**config.mk**
```make
export PLATFORM = sky130hd
export DESIGN_NAME = uart_tx_fsm
export DESIGN_NICKNAME = d
export VERILOG_FILES = /design/src/rtl/uart_tx_fsm.sv
export SDC_FILE = /design/constraint.sdc
export NUM_CORES = 1
export LEC_CHECK = 0
export CAP_MARGIN = 10
export CORE_UTILIZATION = 35
export DETAILED_ROUTE_END_ITERATION = 12
export GPL_ROUTABILITY_DRIVEN = 0
export GPL_TIMING_DRIVEN = 0
export PLACE_DENSITY_LB_ADDON = 0.15
export SLEW_MARGIN = 20
export SYNTH_ARGS = -nofsm -noshare
export SYNTH_HDL_FRONTEND = slang
export SYNTH_SLANG_ARGS = --single-unit
```
**constraint.sdc**
```tcl
create_clock -name clk -period 2.6 [get_ports clk]
set_input_delay 0.52 -clock clk [delete_from_list [all_inputs] [get_ports clk]]
set_output_delay 0.52 -clock clk [all_outputs]
set_load 0.01 [all_outputs]
```
**src/rtl/uart_tx_fsm.sv**
```systemverilog
// UART transmit framer: start bit, LSB-first data, optional parity, one stop bit.
// Parity support is compiled in only when UART_TX_PARITY_EN is defined.
`timescale 1ns/1ps

module uart_tx_fsm #(
    parameter int DATA_WIDTH     = 8,
    parameter int PRESCALE_WIDTH = 6
) (
    input  logic                      clk,
    input  logic                      syn_reset,
    input  logic [DATA_WIDTH-1:0]     P_DATA,
    input  logic                      data_valid,
    input  logic                      parity_enable,
    input  logic                      parity_type,
    input  logic [PRESCALE_WIDTH-1:0] prescale,
    output logic                      TX_OUT,
    output logic                      busy,
    output logic                      frame_done
);

    localparam int BIT_CNT_W = (DATA_WIDTH > 1) ? $clog2(DATA_WIDTH) : 1;
    localparam logic [BIT_CNT_W-1:0] LAST_BIT = BIT_CNT_W'(DATA_WIDTH - 1);

    typedef enum logic [2:0] {
        S_IDLE,
        S_START,
        S_DATA,
        S_STOP
`ifdef UART_TX_PARITY_EN
        ,
        S_PARITY
`endif
    } state_t;

    state_t                    state_q, state_d;
    logic [PRESCALE_WIDTH-1:0] edge_cnt_q, edge_cnt_d;
    logic [PRESCALE_WIDTH-1:0] prescale_q, prescale_d;
    logic [PRESCALE_WIDTH-1:0] last_edge;
    logic [BIT_CNT_W-1:0]      bit_cnt_q, bit_cnt_d;
    logic [DATA_WIDTH-1:0]     shreg_q, shreg_d;
    logic                      tx_d, busy_d, done_d;
    logic                      bit_end;

`ifdef UART_TX_PARITY_EN
    logic par_en_q, par_en_d;
    logic par_bit_q, par_bit_d;
`else
    logic unused_parity_cfg;
    assign unused_parity_cfg = parity_enable ^ parity_type;
`endif

    // prescale of 0 wraps to all-ones here, which yields 2^PRESCALE_WIDTH cycles per bit.
    assign last_edge = prescale_q - PRESCALE_WIDTH'(1);
    assign bit_end   = (edge_cnt_q == last_edge);

    always_comb begin
        // NOTE: every variable gets a default first so no path leaves it unassigned (no latches).
        state_d    = state_q;
        edge_cnt_d = edge_cnt_q;
        bit_cnt_d  = bit_cnt_q;
        shreg_d    = shreg_q;
        prescale_d = prescale_q;
        done_d     = 1'b0;
`ifdef UART_TX_PARITY_EN
        par_en_d   = par_en_q;
        par_bit_d  = par_bit_q;
`endif

        if (state_q != S_IDLE) begin
            edge_cnt_d = bit_end ? '0 : edge_cnt_q + PRESCALE_WIDTH'(1);
        end

        case (state_q)
            S_IDLE: begin
                if (data_valid && !busy) begin
                    state_d    = S_START;
                    edge_cnt_d = '0;
                    shreg_d    = P_DATA;
                    prescale_d = prescale;
`ifdef UART_TX_PARITY_EN
                    par_en_d   = parity_enable;
                    par_bit_d  = (^P_DATA) ^ parity_type;
`endif
                end
            end
            S_START: begin
                if (bit_end) begin
                    state_d   = S_DATA;
                    bit_cnt_d = '0;
                end
            end
            S_DATA: begin
                if (bit_end) begin
                    shreg_d = shreg_q >> 1;
                    if (bit_cnt_q == LAST_BIT) begin
`ifdef UART_TX_PARITY_EN
                        state_d = par_en_q ? S_PARITY : S_STOP;
`else
                        state_d = S_STOP;
`endif
                    end else begin
                        bit_cnt_d = bit_cnt_q + BIT_CNT_W'(1);
                    end
                end
            end
`ifdef UART_TX_PARITY_EN
            S_PARITY: begin
                if (bit_end) state_d = S_STOP;
            end
`endif
            S_STOP: begin
                if (bit_end) begin
                    state_d = S_IDLE;
                    done_d  = 1'b1;
                end
            end
            default: state_d = S_IDLE;
        endcase

        // Outputs are derived from the next state so the flops present them with no extra lag.
        busy_d = (state_d != S_IDLE);
        case (state_d)
            S_START:  tx_d = 1'b0;
            S_DATA:   tx_d = shreg_d[0];
`ifdef UART_TX_PARITY_EN
            S_PARITY: tx_d = par_bit_d;
`endif
            default:  tx_d = 1'b1;
        endcase
    end

    always_ff @(posedge clk) begin
        if (syn_reset) begin
            state_q    <= S_IDLE;
            edge_cnt_q <= '0;
            bit_cnt_q  <= '0;
            shreg_q    <= '0;
            prescale_q <= '0;
            TX_OUT     <= 1'b1;
            busy       <= 1'b0;
            frame_done <= 1'b0;
`ifdef UART_TX_PARITY_EN
            par_en_q   <= 1'b0;
            par_bit_q  <= 1'b0;
`endif
        end else begin
            // NOTE: sequential state uses non-blocking assignments so all flops update together.
            state_q    <= state_d;
            edge_cnt_q <= edge_cnt_d;
            bit_cnt_q  <= bit_cnt_d;
            shreg_q    <= shreg_d;
            prescale_q <= prescale_d;
            TX_OUT     <= tx_d;
            busy       <= busy_d;
            frame_done <= done_d;
`ifdef UART_TX_PARITY_EN
            par_en_q   <= par_en_d;
            par_bit_q  <= par_bit_d;
`endif
        end
    end

endmodule

```
==> results_dict.tcl <==
set metrics [dict create \
    status "finished clean" \
    holdPathStages 2 \
    crit_arrival_ns 2.43 \
    worst_ep_required_time_ns 2.77 \
    grt_max_degree 11 \
    setup_viol 0 \
    cts_tree "yes" \
    p_per_area_nw_per_um2 579 \
    worstRegToRegCells 9 \
    drt-total-wl_mm 3.21 \
    setup.worst_path.end "TX_OUT" \
    grt_use_total_pct 16.2 \
    grt_use_met1_pct 20.0 \
    antenna_found_initial 0 \
    leakagePower_nw 0.709 \
    fmax_mhz 443 \
    drt_iter0_drc 73 \
    ant_nets 0 \
    area_growth_pct 24.6 \
    grt-ovfl-total 0 \
    fin_setup_tns_ns 0 \
    seq_area_frac_synth_pct 38.8 \
    timing.rr.start "state_q[1]" \
    dieWidth_um 67.4 \
    synth-seq-cells 29 \
    final.min_clock_period_ns 2.26 \
    port_buffers 19 \
    r2r_end "TX_OUT" \
    rows 23 \
    routed_via_density 5.10 \
    n_fill_cell 398 \
    place_area_um2 1750 \
    clock_sinks 29 \
    rrSetupSlack_ns 0.34 \
    totalPowerFinal_mw 1.08 \
    numCtsBuffers 5 \
    path_clk_slew_ns 0.06 \
    crit_path_frequent_cell "buf_2" \
    drc 0 \
    crit_slowest_cell "or3_1" \
    maxSlewViolCount 0 \
    core_um2 4060 \
    finalHoldViolations 0 \
    worst-path-stages 9 \
    ctsResizeCount 0 \
    synth.avg_cell_area_um2 8.71 \
    worst_slew_pin_slew_ns 0.514 \
    grt_setup_unrepaired "no" \
    slew_headroom_pct 65.7 \
    die_h_um 67.4 \
    start_kind "flip-flop" \
    grt_use_met3_pct 6.08 \
    synth_cell_types 42 \
    finClkSkew_ns 0.00562 \
    synth_cells 172 \
    ys_warn_count 0 \
    startpoint "state_q[1]" \
    postLayoutCoreUtil_pct 46.0 \
    worstSetupEndpointType "flip-flop" \
    vdd_ir_drop_max_mv 0.308 \
    drive_gt1_share_pct 11.6 \
    postCtsSetupRepairBufs 0 \
    crit_fanout 10 \
    slowest_delay_ns 0.34 \
    die-area_um2 4540 \
    clk_latency_ns 0.28 \
    pin_count 22 \
    crit_buf_inv 3 \
    maxCapViolations 0 \
    crit_family "simple AND/OR/NAND/NOR gates" \
    syn_nets 195 \
    met2_usage_pct 25.3 \
    synth.cell_area_um2 1500 \
    grt_pass1_vias 1171 \
    hp-class "reg2reg" \
    dp_hpwl_mm 2.28 \
    hold_buffers 0 \
    via_count 1271 \
    busiest_layer "met2" \
    cp_cell_sequence "clkbuf_1 -> or3_1 -> buf_2 -> or2_1 -> buf_2 -> o221a_1 -> a211oi_1 -> mux2_2 -> o21ai_1" \
    design_area_um2 1870 \
    h-tree-depth 2 \
    worst-setup-path-type "reg2reg" \
    cts-root-buf "clkbuf_8" \
    antenna_cells 0 \
    nets 221 \
    drt_pass1_iterations 4 \
    cts_buffer_depth 2 \
    post_drt_wl_per_cell_um 12.9 \
    grt_pass1_wl_mm 5.37 \
    initial_core_util_pct 36.9 \
    fin_crit_sh_pct 86.9 \
]
## synth_stat cells
library cell / n / share of area (%)
a211o_4: 1 / 1.2
a211oi_1: 2 / 1.0
a21o_1: 1 / 0.50
a21oi_1: 15 / 5.0
a21oi_2: 1 / 0.58
a311oi_1: 1 / 0.58
a31oi_1: 1 / 0.42
a32oi_1: 6 / 3.5
and2_1: 3 / 1.3
and2_4: 1 / 0.58
and4_1: 1 / 0.58
and4bb_4: 1 / 1.1
buf_2: 3 / 1.0
buf_6: 3 / 2.3
clkbuf_1: 7 / 1.8
conb_1: 1 / 0.25
dfxtp_1: 29 / 39
ha_1: 4 / 3.3
inv_1: 3 / 0.75
mux2_2: 2 / 1.5
mux2i_1: 4 / 2.7
nand2_1: 18 / 4.5
nand2b_1: 3 / 1.3
nand3_1: 13 / 4.3
nand4_1: 3 / 1.3
nor2_1: 12 / 3.0
nor2_4: 1 / 0.75
nor2b_1: 2 / 0.84
nor3_1: 3 / 1.0
nor3_2: 1 / 0.67
nor3b_1: 2 / 1.0
o21ai_0: 3 / 1.0
o21ai_1: 1 / 0.33
o21bai_1: 1 / 0.50
o221a_1: 1 / 0.75
o31a_1: 2 / 1.2
or2_1: 1 / 0.42
or2_2: 1 / 0.42
or3_1: 1 / 0.42
or4_4: 1 / 0.75
xnor2_1: 3 / 1.8
xor2_1: 9 / 5.3
## flip-flops by register name, summed over array words and instances (netlist names)
signal	cells
state_q	3
edge_cnt_q	6
busy	1
prescale_q	6
frame_done	1
bit_cnt_q	3
TX_OUT	1
shreg_q	8
## metrics by stage
step                      hold WS, ns  cells  setup WS, ns
final                           0.466    249         0.342
after detailed placement        0.460    241         0.207
after global routing            0.490    249        0.0876
after floorplan                 0.443    172         0.566
after CTS                       0.469    249         0.331
after global placement          0.458    241         0.240
## cell usage in the layout (no fill, tap or decap), types with 4 or more instances in the layout
cell type,n
dfxtp_1,29
clkdlybuf4s50_1,19
nand2_1,18
a21oi_1,15
nand3_1,13
nor2_1,12
xor2_1,9
clkbuf_1,8
a32oi_1,6
clkbuf_8,6
mux2i_1,4
ha_1,4
## cells by family (layout without fill, tap and decap cells)
| group | count (synthesis) | in the layout | synth area share (%) |
|---|---|---|---|
| flops | 29 | 29 | 38.8 |
| fa+ha+maj | 4 | 4 | 3.34 |
| other cells | 1 | 1 | 0.250 |
| buf+inv | 16 | 43 | 5.76 |
| compound gates | 36 | 36 | 16.5 |
| xor+xnor | 12 | 12 | 7.02 |
| mux | 6 | 6 | 4.18 |
| simple gates | 68 | 68 | 24.1 |
## worst min-delay path, stage by stage, from the launching register on
cell and delay (ns):
dfxtp_1 0.32, nand2_1 0.05, a21oi_1 0.05
## power by group
part / leakage (nW) / switching, mW / internal [mW]
sequential: 0.236 / 0.0133 / 0.460
combinational: 0.415 / 0.0582 / 0.0642
clock: 0.0585 / 0.173 / 0.312
total: 0.709 / 0.244 / 0.836
## cell type report
class	count	area, um^2	area share (%)
timing repair buffer	19	190	10.2
clock buffer	7	86.3	4.62
multi-input combinational	127	831	44.5
buffer	13	75.1	4.02
sequential	29	581	31.1
clock inverter	1	30.0	1.61
inverter	3	11.3	0.603
tap	50	62.6	3.35
## layer usage
metal	share of wire, %	up-vias
met4	1.4	0
met1	50	587
li1	-	654
met3	4.7	5
met2	44	25
met5	0	-
## worst min path at each step
stage / to / from / slack [ns]
3_5_place_dp: shreg_q[1] / shreg_q[1] / 0.46
3_3_place_gp: shreg_q[1] / shreg_q[1] / 0.46
6_report: prescale_q[5] / prescale_q[5] / 0.47
4_1_cts: shreg_q[1] / shreg_q[1] / 0.47
2_1_floorplan: shreg_q[1] / shreg_q[1] / 0.44
5_1_grt: shreg_q[5] / shreg_q[5] / 0.49
No activity file was read; power rests on OpenSTA's default activity.
